`src/rtl/evr_rx_phase_ctrl.sv`:
```
// rtl/evr_rx_phase_ctrl.sv - GTX receive-phase lock controller with settle qualification and auto-relock
module evr_rx_phase_ctrl #(
    parameter int TARGET_SLIDE = 3,
    parameter int SLIDE_W      = 5,
    parameter int RETRY_W      = 10,
    parameter int MAX_RETRY    = 1023,
    parameter int RST_HOLD     = 16,
    parameter int LOCK_TIMEOUT = 65535,
    parameter int SETTLE_CYC   = 1024,
    parameter int ERR_WIN      = 256,
    parameter int ERR_LIMIT    = 8
) (
    input  logic               rx_clk_i,
    input  logic               rst_n_i,
    input  logic               enable_i,
    input  logic               serdes_ready_i,
    input  logic               synced_i,
    input  logic [SLIDE_W-1:0] bitslide_i,
    input  logic               enc_err_i,
    output logic               rx_rst_o,
    output logic               ready_o,
    output logic               fail_o,
    output logic [RETRY_W-1:0] retry_cnt_o,
    output logic [RETRY_W-1:0] relock_cnt_o,
    output logic [2:0]         state_o
);

    typedef enum logic [2:0] {
        ST_IDLE      = 3'd0,
        ST_RESET     = 3'd1,
        ST_WAIT_SYNC = 3'd2,
        ST_CHECK     = 3'd3,
        ST_SETTLE    = 3'd4,
        ST_READY     = 3'd5,
        ST_FAIL      = 3'd6,
        ST_UNUSED    = 3'd7
    } state_e;

    // One shared phase timer covers RESET hold, WAIT_SYNC timeout and SETTLE length.
    localparam int TMR_MAX0 = (RST_HOLD > LOCK_TIMEOUT) ? RST_HOLD : LOCK_TIMEOUT;
    localparam int TMR_MAX  = (TMR_MAX0 > SETTLE_CYC) ? TMR_MAX0 : SETTLE_CYC;
    localparam int TMR_W    = $clog2(TMR_MAX + 1);
    localparam int WIN_W    = $clog2(ERR_WIN + 1);
    localparam int ERR_W    = $clog2(ERR_LIMIT + 1);

    localparam logic [TMR_W-1:0]   RST_LAST    = TMR_W'(RST_HOLD - 1);
    localparam logic [TMR_W-1:0]   LOCK_LAST   = TMR_W'(LOCK_TIMEOUT - 1);
    localparam logic [TMR_W-1:0]   SETTLE_LAST = TMR_W'(SETTLE_CYC - 1);
    localparam logic [WIN_W-1:0]   WIN_LAST    = WIN_W'(ERR_WIN - 1);
    localparam logic [ERR_W-1:0]   ERR_LIM     = ERR_W'(ERR_LIMIT);
    localparam logic [RETRY_W-1:0] RETRY_MAX   = RETRY_W'(MAX_RETRY);
    localparam logic [RETRY_W-1:0] CNT_SAT     = '1;
    localparam logic [SLIDE_W-1:0] TGT_SLIDE   = SLIDE_W'(TARGET_SLIDE);

    state_e             state_q, state_d;
    logic [TMR_W-1:0]   timer_q, timer_d;
    logic [RETRY_W-1:0] retry_q, retry_d;
    logic [RETRY_W-1:0] relock_q, relock_d;
    logic [WIN_W-1:0]   win_q, win_d;
    logic [ERR_W-1:0]   err_q, err_d;
    logic               rx_rst_q, ready_q, fail_q;

    logic               link_ok;
    logic               do_retry;
    logic [ERR_W-1:0]   err_inc;

    assign link_ok = serdes_ready_i & synced_i & (bitslide_i == TGT_SLIDE);
    assign err_inc = enc_err_i ? (err_q + ERR_W'(1)) : err_q;

    // Next-state and counter update; enable_i low overrides everything at the end.
    always_comb begin
        state_d  = state_q;
        timer_d  = timer_q;
        retry_d  = retry_q;
        relock_d = relock_q;
        win_d    = win_q;
        err_d    = err_q;
        do_retry = 1'b0;

        case (state_q)
            ST_IDLE: begin
                timer_d  = '0;
                retry_d  = '0;
                relock_d = '0;
                win_d    = '0;
                err_d    = '0;
                state_d  = ST_RESET;
            end
            ST_RESET: begin
                if (timer_q == RST_LAST) begin
                    state_d = ST_WAIT_SYNC;
                    timer_d = '0;
                end else begin
                    timer_d = timer_q + TMR_W'(1);
                end
            end
            ST_WAIT_SYNC: begin
                // Sync is tested first so it wins over a coincident timeout.
                if (serdes_ready_i && synced_i) begin
                    state_d = ST_CHECK;
                    timer_d = '0;
                end else if (timer_q == LOCK_LAST) begin
                    do_retry = 1'b1;
                end else begin
                    timer_d = timer_q + TMR_W'(1);
                end
            end
            ST_CHECK: begin
                if (bitslide_i == TGT_SLIDE) begin
                    state_d = ST_SETTLE;
                    timer_d = '0;
                end else begin
                    do_retry = 1'b1;
                end
            end
            ST_SETTLE: begin
                if (!link_ok || enc_err_i) begin
                    do_retry = 1'b1;
                end else if (timer_q == SETTLE_LAST) begin
                    state_d = ST_READY;
                    timer_d = '0;
                    win_d   = '0;
                    err_d   = '0;
                end else begin
                    timer_d = timer_q + TMR_W'(1);
                end
            end
            ST_READY: begin
                // The error limit is checked before the window wrap so a last-cycle error still relocks.
                if (!link_ok || (err_inc == ERR_LIM)) begin
                    relock_d = (relock_q == CNT_SAT) ? relock_q : relock_q + RETRY_W'(1);
                    retry_d  = '0;
                    state_d  = ST_RESET;
                    timer_d  = '0;
                    win_d    = '0;
                    err_d    = '0;
                end else if (win_q == WIN_LAST) begin
                    win_d = '0;
                    err_d = '0;
                end else begin
                    win_d = win_q + WIN_W'(1);
                    err_d = err_inc;
                end
            end
            ST_FAIL: begin
                retry_d = RETRY_MAX;
            end
            default: begin
                state_d = ST_IDLE;
                timer_d = '0;
            end
        endcase

        if (do_retry) begin
            timer_d = '0;
            if (retry_q == RETRY_MAX) begin
                state_d = ST_FAIL;
            end else begin
                retry_d = retry_q + RETRY_W'(1);
                state_d = ST_RESET;
            end
        end

        if (!enable_i) begin
            state_d  = ST_IDLE;
            timer_d  = '0;
            retry_d  = '0;
            relock_d = '0;
            win_d    = '0;
            err_d    = '0;
        end
    end

    // State, counters and registered outputs, all decoded from the next state so they move together.
    always_ff @(posedge rx_clk_i or negedge rst_n_i) begin
        if (!rst_n_i) begin
            state_q  <= ST_IDLE;
            timer_q  <= '0;
            retry_q  <= '0;
            relock_q <= '0;
            win_q    <= '0;
            err_q    <= '0;
            rx_rst_q <= 1'b1;
            ready_q  <= 1'b0;
            fail_q   <= 1'b0;
        end else begin
            state_q  <= state_d;
            timer_q  <= timer_d;
            retry_q  <= retry_d;
            relock_q <= relock_d;
            win_q    <= win_d;
            err_q    <= err_d;
            rx_rst_q <= (state_d == ST_IDLE) || (state_d == ST_RESET);
            ready_q  <= (state_d == ST_READY);
            fail_q   <= (state_d == ST_FAIL);
        end
    end

    assign rx_rst_o     = rx_rst_q;
    assign ready_o      = ready_q;
    assign fail_o       = fail_q;
    assign retry_cnt_o  = retry_q;
    assign relock_cnt_o = relock_q;
    assign state_o      = state_q;

endmodule
```
`config.mk`:
```
export PLATFORM = sky130hd
export DESIGN_NAME = evr_rx_phase_ctrl
export DESIGN_NICKNAME = d
export VERILOG_FILES = /design/src/rtl/evr_rx_phase_ctrl.sv
export SDC_FILE = /design/constraint.sdc
export NUM_CORES = 1
export LEC_CHECK = 0
export BUFFER_PORTS_ARGS = -buffer_cell sky130_fd_sc_hd__buf_2
export CORE_ASPECT_RATIO = 1.25
export CORE_MARGIN = 4
export CORE_UTILIZATION = 25
export CTS_CLUSTER_DIAMETER = 80
export CTS_CLUSTER_SIZE = 30
export DETAILED_ROUTE_END_ITERATION = 7
export PLACE_DENSITY_LB_ADDON = 0.08
export SLEW_MARGIN = 20
export SYNTH_ARGS = -nofsm -noshare
export SYNTH_HDL_FRONTEND = slang
export SYNTH_SLANG_ARGS = --single-unit
```
`constraint.sdc`:
```
create_clock -name rx_clk_i -period 5.8 [get_ports rx_clk_i]
set_clock_uncertainty 0.15 [all_clocks]
set_input_delay 1.45 -clock rx_clk_i [delete_from_list [all_inputs] [get_ports rx_clk_i]]
set_output_delay 1.45 -clock rx_clk_i [all_outputs]
set_load 0.005 [all_outputs]
```
# --- After elaboration in Yosys (flattened, before gate mapping) ---
# Cells that the tools add are included.
word_totals:
  output_inout_bits: 26
  inputBits: 11
  regBits: 55
  word_cells: 101
classes:
  n_eq_ne: 28
  bitwise: 2
  add_sub_neg: 5
  n_reduce_logical: 10
  n_mux: 47
ops:
  columns: ["op", "n"]
  rows:
  - ["two-way mux 16 bit", 9]
  - ["case mux 16 bit (6 select lines)", 1]
  - ["two-way mux 10 bit", 7]
  - ["two-way mux 9 bit", 5]
  - ["case mux 10 bit (3 select lines)", 1]
  - ["two-way mux 3 bit", 9]
  - ["case mux 9 bit (3 select lines)", 1]
  - ["two-way mux 4 bit", 6]
  - ["case mux 3 bit (7 select lines)", 1]
  - ["adder 10 x 1 -> 10 bit (second input constant)", 2]
  - ["equality test 10 bit (second input constant)", 2]
  - ["case mux 10 bit (2 select lines)", 1]
  - ["adder 16 x 1 -> 16 bit (second input constant)", 1]
  - ["equality test 16 x 10 -> 1 bit (second input constant)", 1]
  - ["equality test 16 bit (second input constant)", 1]
  - ["equality test 16 x 4 -> 1 bit (second input constant)", 1]
  - ["equality test 3 bit (second input constant)", 5]
  - ["inequality test 3 bit (second input constant)", 5]
  - ["inequality test 4 bit (second input constant)", 3]
  - ["case mux 4 bit (3 select lines)", 1]
  - ["adder 9 x 1 -> 9 bit (second input constant)", 1]
  - ["equality test 9 x 8 -> 1 bit (second input constant)", 1]
  - ["equality test 3 x 1 -> 1 bit (second input constant)", 2]
  - ["equality test 3 x 2 -> 1 bit (second input constant)", 2]
  - ["15 further kinds", 23]

# --- Logic depth before layout (Yosys ltp) ---
depth:
  depth_word: 10
  depth_mapped: 10
  depth_no_buf: 8

# --- Least setup slack after synthesis ---
# Ideal clock, no wire load.
synth_path:
  path_kind: "input to register"
  from: "input port bitslide_i[2]"
  to: "register timer_q[12]"
  stages: 7
  path_buffers: 1
  required_ps: 5581
  slack_ps: 2597
  t_arrival_ps: 2985
  path_cell_list: "nand4bb_1 -> nor4_1 -> o22a_1 -> nand2_1 -> buf_2 -> or4_1 -> nand3_1"
synth_between:
  elab_chain_cells: 8
  word_cells_on_any_way: 16
synth_rtl:
  columns: ["element", "line_no", "rtl"]
  rows:
  - ["start, declared", "18", "input logic [SLIDE_W-1:0] bitslide_i,"]
  - ["equality test 5 x 2 -> 1 bit *", "67, 109", null]
  - ["AND 1 bit", "67", "assign link_ok = serdes_ready_i & synced_i & (bitslide_i == TGT_SLIDE);"]
  - ["zero test 1 bit", "117, 130", null]
  - ["logical OR 1 bit", "117", "if (!link_ok || enc_err_i) begin"]
  - ["two-way mux 1 bit", "117", null]
  - ["case mux 1 bit (3 select lines)", "80", "case (state_q)"]
  - ["inequality test 5 bit (no source line) (tied with other cells)", null, null]
  - ["AND reduction 5 bit (no source line) / two-way mux 16 bit (equally long branches)", null, null]
  - ["end signal, assigned", "188", "timer_q <= timer_d;"]
  - ["end, declared", "56", "logic [TMR_W-1:0] timer_q, timer_d;"]
# Every way passes the cells marked *; elsewhere a longest branch is shown, timed or not.
# A chain may end at the register's enable or synchronous reset.

# --- Worst setup path after layout ---
layout_path:
  from: "input port bitslide_i[2]"
  to: "register timer_q[15]"
# The elaborated chain is that of the path after synthesis.

==> run_results.csv <==
group,metric,value,unit
global_routing,grt_max_degree,56,
drt,viasPerCell,5.206,
layout,area_delta_synth_final,13.87,%
layout,multiInputGateArea,0.001843,mm^2
die,coreArea,0.01289,mm^2
die,pin_count,37,
synthesis,yosys.area.top_type,"dfrtp_1",
global_routing,grt_antenna_before_repair,0,
timing,fin_crit_sh,64.81,%
layout,fillers,1412,
synthesis,synthFlopType,"dfrtp_1",
timing,slew_headroom,40.98,%
setup_path,cp-end-kind,"register",
timing,rsz0062_at_grt,"false",
synthesis,synthDominantCellAreaShare,40.60,%
layout,layout.nets,434,
setup_path,worst_setup_path_start_kind,"input port",
timing,fmax,266.0,MHz
power_and_ir_drop,swShare,25.30,%
global_routing,overflow,0,
timing,hold_viol,0,
synthesis,synthCells,392,
power_and_ir_drop,power.leakage,0.001663,uW
synthesis,syn_area,0.003328,mm^2
die,die-height,137,um
power_and_ir_drop,p_total,743.4,uW
cts,clock_latency,0.31,ns
min_path,hold_path.class,"register to register",
timing,tns,0,ns
placed_design,place.gp.congestion,0.7532,
layout,drive_gt1_share,12.44,%
cts,clkTransAtPathRegs,0.08,ns
die,start_util,25.82,%
drt,routed_wirelength,9.795,mm
power_and_ir_drop,p_comb_share,5.4,%
layout,final_cell_mix,"nand2_1, dfrtp_1, o21ai_0",
cts,cts_setup_buffers,0,
synthesis,synth_edf_count,0,
synthesis,synth.avg_cell_area,8.490,um^2
placed_design,dp_hpwl,6.798,mm
global_routing,grt_pass1_vias,3042,
synthesis,synth_area_leaders,"dfrtp_1, o21ai_0, nand2_1",
cts,clock-sinks,55,
power_and_ir_drop,seq_power_share,52.2,%
synthesis,yosysWarnings,0,
power_and_ir_drop,pwr-share-clk,42.5,%
global_routing,grt_pass1_wl,16.30,mm
synthesis,ys_ff_latch,55,
drt,drtIter0Drc,238,
cts,clock-root-buffer,"clkbuf_16",
cts,clockBufferDepth,2,
drt,drc,0,
power_and_ir_drop,p_sw,188.1,uW
synthesis,synth_cell_types,57,
setup_path,path_class,"input port to register",
power_and_ir_drop,internal-power,555.3,uW
timing,setup_viol,0,
layout,final_common_cell,"nand2_1",
layout,seq_area,0.001378,mm^2
run,drv_cap,0,
cts,cts_tree,"built",
layout,num_antenna_cells,0,
cts,cts_buffers,5,
die,rows,46,
synthesis,syn-num-nets,409,
cts,cts_resized,0,
setup_path,required,5.87,ns
setup_path,worstPathArrival,3.83,ns
global_routing,grt_use_total,13.32,%
cts,hold_buffers,0,
timing,maxSlewViolCount,0,
drt,drt-pass1-iter-count,4,
drt,wl_per_cell,16.72,um
die,die_w,111.2,um
timing,worstMarginPinSlew,0.8814,ns
run_status,outcome,"completed",
synthesis,yosysSeqAreaShare,41.39,%
cts,h-tree-depth,2,
power_and_ir_drop,power.density,196.1,mW/mm^2
power_and_ir_drop,vdd_drop_max,0.0001144,V
timing,fin_crit,3.759,ns
setup_path,cp_max_fo,17,
placed_design,io_buffers,36,
drt,vias,3051,
synthesis,synth-async-reset-ratio,100.0,%
drt,postRouteAntennaNets,0,
die,die_area,0.01523,mm^2
-- cells in the mapped netlist, types with 2 or more instances --
master,number
a211o_1,3
a211oi_1,4
a21oi_1,12
a22o_1,2
a31oi_1,8
and2_1,8
and3_1,17
buf_2,6
clkbuf_1,11
dfrtp_1,54
ha_1,6
inv_1,7
mux2i_1,2
nand2_1,55
nand2b_1,3
nand3_1,29
nand4_1,12
nor2_1,27
nor2b_1,6
nor3_1,3
nor4_1,5
o2111ai_1,2
o211a_1,3
o211ai_1,5
o21a_1,3
o21ai_0,44
o22ai_1,2
o311a_1,3
o31a_1,2
o31ai_1,6
o41ai_1,2
or4_1,4
xnor2_1,5
xor2_1,8
-- routing by layer --
metal | track usage, % | wire, um
met5 | 0 | 0
met4 | 4.057 | 159
met3 | 2.742 | 324
met2 | 23.44 | 4850
met1 | 16.45 | 4461
-- cell type report --
| cell class | instances | area share, % |
|---|---|---|
| inverter | 7 | 0.6933 |
| clock buffer | 5 | 3.301 |
| tap | 168 | 5.546 |
| timing repair buffer | 37 | 4.952 |
| multi-input combinational | 311 | 48.63 |
| clock inverter | 3 | 0.5282 |
| sequential | 55 | 36.35 |
-- through the flow --
| stage | instances | setup WS, ns | hold WS [ns] | utilization (%) | area, um^2 |
|---|---|---|---|---|---|
| final | 586 | 2.041 | 0.3413 | 29.40 | 3790 |
| after CTS | 586 | 2.013 | 0.3499 | 29.35 | 3784 |
| after detailed placement | 578 | 1.686 | 0.3305 | 28.22 | 3638 |
| after global routing | 586 | 1.786 | 0.3739 | 29.40 | 3790 |
| after floorplan | 392 | 2.597 | 0.2994 | - | 3328 |
| after global placement | 578 | 1.816 | 0.3271 | 28.22 | 3638 |
-- critical path, stage by stage --
cell and delay (ns):
buf_2 0.10, nand4bb_1 0.29, nor4_1 0.43, o22a_1 0.24
and2_1 0.60, nand2_1 0.44, o211ai_1 0.28
-- power groups by stage --
stage	clock network [uW]	logic (uW)	registers (uW)
3_3_place_gp	0	41.4	396
3_5_place_dp	0	41.1	395
2_1_floorplan	0	23.5	393
4_1_cts	333	41.2	388
5_1_grt	348	46.1	388
6_report	316	39.9	388
-- cell families after synthesis --
| logic type | after synthesis | share of synthesized area, % |
|---|---|---|
| adders and majority gates | 6 | 2.256 |
| buffers and inverters | 26 | 3.421 |
| muxes | 2 | 0.6015 |
| DFF | 55 | 41.39 |
| xor gates and xnor gates | 13 | 3.421 |
| AOI/OAI and AO/OA | 111 | 21.73 |
| and+or+nand+nor | 179 | 27.18 |
-- worst paths after layout --
| kind | cells after the start | to | from | slack, ns |
|---|---|---|---|---|
| worst max-delay path | 7 | timer_q[15] | bitslide_i[2] | 2.04 |
| worst min-delay path | 1 | win_q[8] | win_q[8] | 0.34 |
| worst max register to register | 7 | timer_q[3] | err_q[0] | 2.72 |
| worst min register to register | 1 | win_q[8] | win_q[8] | 0.34 |
| max in group asynchronous | 2 | timer_q[12] | rst_n_i | 3.87 |
| min in group asynchronous | 2 | win_q[5] | rst_n_i | 1.13 |
-- sequential cells by signal (all words and copies together) (netlist names) --
signal	flops
ready_o	1
err_q	4
fail_o	1
rx_rst_o	1
relock_cnt_o	10
state_o	3
retry_cnt_o	10
win_q	9
timer_q	16
No activity file was read; power rests on OpenSTA's default activity.
